File: src/rtl/instruction_prefetch_buffer_pkg.sv
`default_nettype none
// ============================================================================
// Module   : instruction_prefetch_buffer_pkg
// Purpose  : Shared global definitions for the instruction fetch path.
//            - Machine word widths (instruction word and address/data word).
//            - Encodings of the prefetch request FSM states.
//            - A word-alignment helper for fetch addresses.
// Revision : 1.0 - initial release
// ============================================================================
package instruction_prefetch_buffer_pkg;

  localparam int INSTRUCTION_WIDTH = 32;
  localparam int DATA_WIDTH        = 32;

  // Byte distance between consecutive instruction words
  localparam int PC_STEP = 4;

  // Prefetch request FSM
  //   IDLE    : no request outstanding (buffer full)
  //   REQ     : request outstanding; its data will be enqueued
  //   DISCARD : request outstanding; its data belongs to a stale path
  typedef enum logic [1:0] {
    STATE_IDLE    = 2'd0,
    STATE_REQ     = 2'd1,
    STATE_DISCARD = 2'd2
  } fetchState_t;

  // Clear the byte-offset bits so every fetch address is word aligned
  function automatic logic [DATA_WIDTH-1:0] alignWord(input logic [DATA_WIDTH-1:0] addr);
    return addr & ~DATA_WIDTH'(3);
  endfunction

endpackage
`default_nettype wire

File: src/rtl/instruction_prefetch_buffer_fifo.sv
`default_nettype none
// ============================================================================
// Module   : sync_fifo
// Purpose  : Single-clock FIFO with wrapping pointers and an occupancy count.
//            Flush empties the FIFO in one cycle and wins over push/pop.
//            The head entry is presented combinationally (no output register).
// Ports    : clk, reset    - clock, synchronous active-high reset
//            push/pushData - write pushData at the tail (ignored when full)
//            pop           - remove the head (ignored when empty)
//            flush         - discard all entries
//            full, empty   - occupancy flags
//            count         - number of stored entries (0..DEPTH)
//            headData      - contents of the head entry
// Revision : 1.0 - initial release
// ============================================================================
module sync_fifo #(
  parameter  int WIDTH = 8,
  parameter  int DEPTH = 4,            // power of two, 2..16
  localparam int PTR_W = $clog2(DEPTH),
  localparam int CNT_W = PTR_W + 1
) (
  input  logic             clk,
  input  logic             reset,
  input  logic             push,
  input  logic [WIDTH-1:0] pushData,
  input  logic             pop,
  input  logic             flush,
  output logic             full,
  output logic             empty,
  output logic [CNT_W-1:0] count,
  output logic [WIDTH-1:0] headData
);

  logic [WIDTH-1:0] r_mem [DEPTH];
  logic [PTR_W-1:0] r_wrPtr;
  logic [PTR_W-1:0] r_rdPtr;
  logic [CNT_W-1:0] r_count;

  logic w_doPush;
  logic w_doPop;

  assign full     = (r_count == CNT_W'(DEPTH));
  assign empty    = (r_count == '0);
  assign count    = r_count;
  assign headData = r_mem[r_rdPtr];

  // Guards make overflow and underflow impossible regardless of the caller
  assign w_doPush = push && !full;
  assign w_doPop  = pop && !empty;

  // Pointers wrap naturally because DEPTH is a power of two
  always_ff @(posedge clk) begin
    if (reset) begin
      r_wrPtr <= '0;
      r_rdPtr <= '0;
      r_count <= '0;
    end else if (flush) begin
      r_wrPtr <= '0;
      r_rdPtr <= '0;
      r_count <= '0;
    end else begin
      if (w_doPush) begin
        r_wrPtr <= r_wrPtr + PTR_W'(1);
      end
      if (w_doPop) begin
        r_rdPtr <= r_rdPtr + PTR_W'(1);
      end
      r_count <= r_count + CNT_W'(w_doPush) - CNT_W'(w_doPop);
    end
  end

  // Storage is not reset; it is only visible through a non-zero count
  always_ff @(posedge clk) begin
    if (w_doPush && !flush) begin
      r_mem[r_wrPtr] <= pushData;
    end
  end

endmodule
`default_nettype wire

File: src/rtl/instruction_prefetch_buffer.sv
`default_nettype none
// ============================================================================
// Module   : instruction_prefetch_buffer
// Purpose  : Prefetches sequential instruction words from instruction memory
//            into a small FIFO ahead of the fetch controller. A redirect
//            (taken branch/jump) flushes the FIFO and restarts fetching at
//            the new address; data of a request already in flight on the
//            old path is dropped.
// Ports    : clk, reset            - clock, synchronous active-high reset
//            redirect, redirectPc  - taken branch/jump and its target
//            mem_req, mem_addr     - instruction memory read request/address
//            mem_ack, mem_rdata    - request accepted, read data same cycle
//            inst_valid, inst_out, - FIFO head instruction and its address
//            inst_pc
//            inst_ready            - consumer takes the head this cycle
// Revision : 1.0 - initial release
// ============================================================================
module instruction_prefetch_buffer
  import instruction_prefetch_buffer_pkg::*;
#(
  parameter int DEPTH = 4              // power of two, 2..16
) (
  input  logic                         clk,
  input  logic                         reset,
  input  logic                         redirect,
  input  logic [DATA_WIDTH-1:0]        redirectPc,
  output logic                         mem_req,
  output logic [DATA_WIDTH-1:0]        mem_addr,
  input  logic                         mem_ack,
  input  logic [INSTRUCTION_WIDTH-1:0] mem_rdata,
  output logic                         inst_valid,
  output logic [INSTRUCTION_WIDTH-1:0] inst_out,
  output logic [DATA_WIDTH-1:0]        inst_pc,
  input  logic                         inst_ready
);

  localparam int CNT_W   = $clog2(DEPTH) + 1;
  localparam int ENTRY_W = INSTRUCTION_WIDTH + DATA_WIDTH;

  fetchState_t           r_state;
  logic [DATA_WIDTH-1:0] r_fetchPc;
  logic [DATA_WIDTH-1:0] r_pendPc;

  logic                  w_push;
  logic                  w_pop;
  logic                  w_flush;
  logic                  w_full;
  logic                  w_empty;
  logic [CNT_W-1:0]      w_count;
  logic [CNT_W-1:0]      w_nextCount;
  logic [ENTRY_W-1:0]    w_head;
  logic [DATA_WIDTH-1:0] w_alignedRedirect;

  assign w_alignedRedirect = alignWord(redirectPc);

  // Only an ack in REQ on the current path produces a FIFO entry
  assign w_push  = (r_state == STATE_REQ) && mem_ack && !redirect && !w_full;
  assign w_pop   = inst_valid && inst_ready;
  assign w_flush = redirect;

  // Occupancy after an enqueue this cycle; only consulted in REQ, where the
  // count is always below DEPTH, so the increment cannot overflow
  assign w_nextCount = w_count + CNT_W'(1) - CNT_W'(w_pop);

  sync_fifo #(
    .WIDTH (ENTRY_W),
    .DEPTH (DEPTH)
  ) u_fifo (
    .clk      (clk),
    .reset    (reset),
    .push     (w_push),
    .pushData ({mem_rdata, r_fetchPc}),
    .pop      (w_pop),
    .flush    (w_flush),
    .full     (w_full),
    .empty    (w_empty),
    .count    (w_count),
    .headData (w_head)
  );

  // Request FSM and fetch address tracking
  always_ff @(posedge clk) begin
    if (reset) begin
      r_state   <= STATE_IDLE;
      r_fetchPc <= '0;
      r_pendPc  <= '0;
    end else begin
      case (r_state)
        STATE_IDLE: begin
          if (redirect) begin
            r_fetchPc <= w_alignedRedirect;
            r_state   <= STATE_REQ;
          end else if (w_count < CNT_W'(DEPTH)) begin
            r_state   <= STATE_REQ;
          end
        end

        STATE_REQ: begin
          if (redirect && mem_ack) begin
            // The in-flight request completes now, so restart directly
            r_fetchPc <= w_alignedRedirect;
          end else if (redirect) begin
            // The old request stays on the bus (address must stay stable);
            // remember the target until its ack arrives
            r_pendPc  <= w_alignedRedirect;
            r_state   <= STATE_DISCARD;
          end else if (mem_ack) begin
            r_fetchPc <= r_fetchPc + DATA_WIDTH'(PC_STEP);
            if (w_nextCount >= CNT_W'(DEPTH)) begin
              r_state <= STATE_IDLE;
            end
          end
        end

        STATE_DISCARD: begin
          if (mem_ack) begin
            // A redirect coinciding with the ack is the most recent target
            r_fetchPc <= redirect ? w_alignedRedirect : r_pendPc;
            r_state   <= STATE_REQ;
          end else if (redirect) begin
            r_pendPc  <= w_alignedRedirect;
          end
        end

        default: r_state <= STATE_IDLE;
      endcase
    end
  end

  // Reset forces every output to zero even before the first reset edge
  assign mem_req    = !reset && (r_state != STATE_IDLE);
  assign mem_addr   = reset ? '0 : r_fetchPc;
  assign inst_valid = !reset && !w_empty;

  // Storage is not reset, so the head is masked while the FIFO is empty
  assign inst_out = inst_valid ? w_head[ENTRY_W-1 -: INSTRUCTION_WIDTH] : '0;
  assign inst_pc  = inst_valid ? w_head[DATA_WIDTH-1:0] : '0;

endmodule
`default_nettype wire

File: config.mk
export PLATFORM = sky130hd
export DESIGN_NAME = instruction_prefetch_buffer
export DESIGN_NICKNAME = d
export VERILOG_FILES = /design/src/rtl/instruction_prefetch_buffer_pkg.sv /design/src/rtl/instruction_prefetch_buffer_fifo.sv /design/src/rtl/instruction_prefetch_buffer.sv
export SDC_FILE = /design/constraint.sdc
export NUM_CORES = 1
export LEC_CHECK = 0
export ABC_AREA = 1
export CELL_PAD_IN_SITES_DETAIL_PLACEMENT = 0
export CELL_PAD_IN_SITES_GLOBAL_PLACEMENT = 1
export CORE_AREA = 4 4 227 229
export CTS_CLUSTER_DIAMETER = 120
export CTS_CLUSTER_SIZE = 40
export DETAILED_ROUTE_END_ITERATION = 10
export DIE_AREA = 0 0 231 233
export DONT_BUFFER_PORTS = 1
export GPL_ROUTABILITY_DRIVEN = 0
export HOLD_SLACK_MARGIN = 0.06
export PLACE_DENSITY_LB_ADDON = 0.1
export SYNTH_ARGS = -nofsm -noshare
export SYNTH_HDL_FRONTEND = slang
export SYNTH_SLANG_ARGS = --single-unit
File: constraint.sdc
create_clock -name clk -period 12.2 [get_ports clk]
set_input_delay 0.61 -clock clk [delete_from_list [all_inputs] [get_ports clk]]
set_output_delay 0.61 -clock clk [all_outputs]
set_load 0.05 [all_outputs]
# After elaboration in Yosys (flattened, before gate mapping)
# Memory sizes are Yosys's and may differ from the RTL's. A register that Yosys moved wholly into a read port is not among the register bits.
# Cells that the tools add are included.
[totals] regBits=73 ram_bits=256 input_bits=69 out_inout_bits=98 word_cells=76 n_memories=1
[op_classes] n_addsub=7 magnitude_cmp=2 eq_ne=12 n_mux=25 reduce_logical=23
[mem_list] name="u_fifo.r_mem" depth=4 width=64 read_ports=1 rd_clocked_by_memory_dff=1 write_ports=1 line_no="instruction_prefetch_buffer_fifo.sv:34" rtl="logic [WIDTH-1:0] r_mem [DEPTH];"
[ops] operator="32-bit two-way mux" n=11
[ops] operator="32-bit one-hot mux with 3 select lines" n=1
[ops] operator="32-bit one-hot mux with 2 select lines" n=1
[ops] operator="32-bit by 3-bit adder with 32-bit output, second input constant" n=1
[ops] operator="2-bit two-way mux" n=9
[ops] operator="1-bit logical AND" n=10
[ops] operator="5-bit AND reduction" n=2
[ops] operator="3-bit by 2-bit != test with 1-bit output, second input constant" n=3
[ops] operator="2-bit != test, second input constant" n=4
[ops] operator="3-bit != test, second input constant" n=2
[ops] operator="2-bit one-hot mux with 3 select lines" n=1
[ops] operator="3-bit by 1-bit subtractor with 3-bit output" n=2
[ops] operator="2-bit by 1-bit adder with 2-bit output, second input constant" n=2
[ops] operator="1-bit logical NOT" n=4
[ops] operator="2-bit nonzero test" n=2
[ops] operator="3-bit by 1-bit adder with 3-bit output" n=1
[ops] operator="3-bit by 1-bit adder with 3-bit output, second input constant" n=1
[ops] operator="3-bit == test, second input constant" n=1
[ops] operator="3-bit greater-or-equal comparator, second input constant" n=1
[ops] operator="3-bit logical NOT" n=1
[ops] operator="3-bit less-than comparator, second input constant" n=1
[ops] operator="3-bit AND reduction" n=1
[ops] operator="3-bit nonzero test" n=1
[ops] operator="2-bit by 1-bit == test with 1-bit output, second input constant" n=1
[ops] operator="4 further kinds" n=5

# Depth between registers and ports, before layout
[logic_depth] word_depth=11 mapped_depth=12 mapped_depth_nobuf=12

# Modules after synthesis
# A second synthesis with hierarchy kept.
[hier_totals] hier_cells=1542 area_unflattened_um2=14909.3
[modules_own_cells] module="sync_fifo" instances=1 cells_per_inst=689 area_each_um2=9990.8 seq_area_each_um2=7867.5
[modules_own_cells] module="instruction_prefetch_buffer" instances=1 cells_per_inst=853 area_each_um2=4918.5 seq_area_each_um2=1321.3

# Least setup slack after synthesis
# No wires, ideal clock.
[synth_path] kind="input-to-reg" start="input redirect" end="memory u_fifo.r_mem[0][0] (netlist name), enable pin" setup_time_ns=0.487 t_arrival_ns=3.794 required_ns=11.713 setup_slack_ns=7.919 cell_stages=4 n_path_buf=1 path_cell_list="buf_4 nor2_1 nand3_1 nor2_1"
[synth_between] elab_chain_len=7
[synth_lines] item="start, declared" line_no="instruction_prefetch_buffer.sv:25" rtl="input logic redirect,"
[synth_lines] item="1-bit logical NOT (*)" line_no="instruction_prefetch_buffer_fifo.sv:74, instruction_prefetch_buffer.sv:57"
[synth_lines] item="1-bit logical AND (2 in a row)" line_no="instruction_prefetch_buffer.sv:57" rtl="assign w_push = (r_state == STATE_REQ) && mem_ack && !redirect && !w_full;"
[synth_lines] item="1-bit logical AND" line_no="instruction_prefetch_buffer_fifo.sv:48" rtl="assign w_doPush = push && !full;"
[synth_lines] item="1-bit logical AND (*)" line_no="instruction_prefetch_buffer_fifo.sv:74" rtl="if (w_doPush && !flush) begin"
[synth_lines] item="1-bit two-way mux (*)" line_no="instruction_prefetch_buffer_fifo.sv:74"
[synth_lines] item="1-bit two-way mux (not written as such) (*)" line_no="instruction_prefetch_buffer_fifo.sv:75" rtl="r_mem[r_wrPtr] <= pushData;"
[synth_lines] item="end, declared" line_no="instruction_prefetch_buffer_fifo.sv:34"
# Every way passes the cells marked *; elsewhere a longest branch is shown, timed or not.

==> flow_summary.toml <==
[status]
status = "completed"

[synthesis]
syn-num-nets = 1619
synth_seq_area_share_pct = 62.3
synthCells = 1537
yosysTopAreaCellShare_pct = 52.1
yosysUniqueCellTypes = 39
syn_area_per_cell_um2 = 9.60
synth.most_common_cell = "nor2_1"
syn-cell-area_um2 = 14800
yosys_warnings = 0
synth_commonest_cells = "nor2_1 (368), edfxtp_1 (256), o21ai_0 (206)"
synthTopCellsByArea = "edfxtp_1 (52%), dfxtp_1 (10%), nor2_1 (9.4%)"
synth_top_area_cell = "edfxtp_1"
synth_top_flop_cell = "edfxtp_1"
synth_edf_count = 256
synthArstFlopShare_pct = 0
yosys_register_bits = 331

[setup_path]
worstPathArrival_ps = 3650
path_cells = "clkinv_2 > buf_4 > o21ai_0 > a21oi_1"
cpMaxStageDelayCell = "a21oi_1"
start_kind = "flop"
critPathRequiredTime_ps = 11590
crit_path_max_fanout = 100
crit_path_max_incr_delay_ps = 990
cp-end-kind = "output pin"
critical_path_class = "flop to output pin"

[drt]
vias = 10400
dr.pass1.iters = 5
drt-total-wl_um = 44000
antenna_left = 0
routed_via_density = 4.77
routedWlPerCell_um = 20.2
first_iter_violations = 585
drc = 0

[clocking]
cts-resized-gates = 0
cts.reportedPaths.clkPinSlew_ps = 140
numCtsBuffers = 14
cts_num_sinks = 331
htree_num_levels = 1
postCtsHoldBufs = 0
cts-root-buf = "clkbuf_16"
cts_tree = "built"
cts_max_path_buffers = 3
clock_latency_ps = 540
postCtsSetupRepairBufs = 0

[placement]
dp_hpwl_um = 26600
place_inst = 2152
port-buffer-count = 0

[pwr]
power_frac_comb_pct = 24.4
p_int_mw = 1.84
power_frac_seq_pct = 53.9
p_clk_share_pct = 21.7
power_density_nw_per_um2 = 185
p_leak_nw = 5.47
p_sw_share_pct = 37.8
ir_worst_vdd_v = 0.0000962
switching_power_mw = 1.12

[global_routing]
grt_max_degree = 101
grt.overflow.total = 0
grt_pass1_vias = 10200
antenna_found_initial = 0
grt_pass1_wl_um = 65600
track_usage_pct = 15.9

[die]
num_rows = 82
ios = 167
dieHeight_um = 233
core_area_um2 = 49700
initial_core_util_pct = 29.7
die_w_um = 231
die_area_um2 = 53800

[timing]
rsz0062_at_grt = "no"
relSlewSlack_pct = 18.5
layout_min_cycle_time_ps = 4260
clock.fmax_ghz = 0.235
setup_violations = 0
tightestPinTransition_ps = 1230
fin_hold_ws_ps = 125
finalCritPeriodShare_pct = 34.9
skew_ps = 43.5
final-hold-violation-count = 0
slew_viol_final = 0
setup-tns-final_ps = 0

[final_layout]
finalNonFillerCells = 2176
num-nets-final = 1578
diodes = 0
post-route-util_pct = 32.2
final_layout_size_suffix_gt1_share_pct = 6.45
area_delta_synth_final_pct = 8.34

[min_path]
min_path_type = "primary input to flop"

[run]
max-cap-violations = 0
metal layers:
metal / part of all wire (%) / track usage (%) / wire length, µm
met2: 47 / 26.9 / 20600
met5: 0 / 0 / 0
met3: 5.9 / 3.64 / 2610
met4: 1.3 / 2.99 / 580
met1: 46 / 21.0 / 20200
kinds of logic (layout without fill, tap and decap cells):
family / after synthesis / count (layout) / synth area share, %
buf+inv: 180 / 147 / 4.93
compound gates: 400 / 400 / 14.4
fa+ha+maj: 13 / 13 / 1.15
xor+xnor: 12 / 12 / 0.712
flops: 331 / 331 / 62.3
simple gates: 601 / 601 / 16.6
power by group through the flow:
stage / logic (mW) / registers (mW) / clock network (mW)
3_3_place_gp: 0.729 / 1.62 / 0
5_1_grt: 0.818 / 1.62 / 0.705
6_report: 0.722 / 1.59 / 0.641
2_1_floorplan: 0.579 / 1.53 / 0
4_1_cts: 0.734 / 1.60 / 0.673
3_5_place_dp: 0.731 / 1.62 / 0
critical path, delay by kind of cell, from the launching register on:
kind                   cells  cell delay [ps]
DFF                        1              600
AOI/OAI and AO/OA          2             1200
buffers and inverters      2             1230
path summary, 6_finish.rpt:
path	end	cells past startpoint	slack, ps	startpoint
setup reg to reg	u_fifo.r_mem[2][36]$_DFFE_PP_	7	8810	r_state[1]$_SDFFE_PP0P_
hold reg to reg	r_pendPc[1]$_SDFFE_PP0P_	2	460	r_pendPc[1]$_SDFFE_PP0P_
hold / removal	r_pendPc[10]$_SDFFE_PP0P_	1	130	reset
setup / recovery	inst_out[14]	4	7940	flop
cell usage in the layout, fill, tap and decap left out, types with 2 or more instances in the layout:
master,count
nor2_1,364
edfxtp_1,256
o21ai_0,206
nand2_1,162
a21oi_1,127
inv_1,85
dfxtp_1,73
nand3_1,30
buf_4,30
a211oi_1,23
a31oi_1,18
clkbuf_16,15
o22ai_1,14
ha_1,12
nor2_4,11
xor2_1,10
nand2_2,8
inv_2,6
o21ai_1,6
nor2_2,6
nand4_1,5
nor3_1,5
nand2_4,4
xnor2_1,2
nor3_2,2
a21oi_2,2
clkinv_2,2
inv_12,2
metrics by stage:
step	power, mW	cell area (µm²)	setup slack [ps]
after CTS	3.00	16000	7800
after global placement	2.35	15500	8450
after detailed placement	2.35	15500	8440
final	2.96	16000	7940
after global routing	3.14	16000	7600
after floorplan	2.11	14800	7920
state kept, by name, indices dropped and copies added, names as in the netlist, named ones only:
register,cells
u_fifo.r_rdPtr,2
r_state,2
r_pendPc,32
u_fifo.r_mem,256
u_fifo.r_wrPtr,2
u_fifo.count,3
r_fetchPc,32
final cells by class:
class / count / area (µm²)
Fill cell: 5182 / 33700
Sequential cell: 331 / 9190
Multi-Input combinational cell: 1026 / 4880
Tap cell: 672 / 841
Clock buffer: 16 / 379
Inverter: 93 / 353
Timing Repair Buffer: 30 / 225
Clock inverter: 8 / 119
Power figures use the tool's default switching activity.
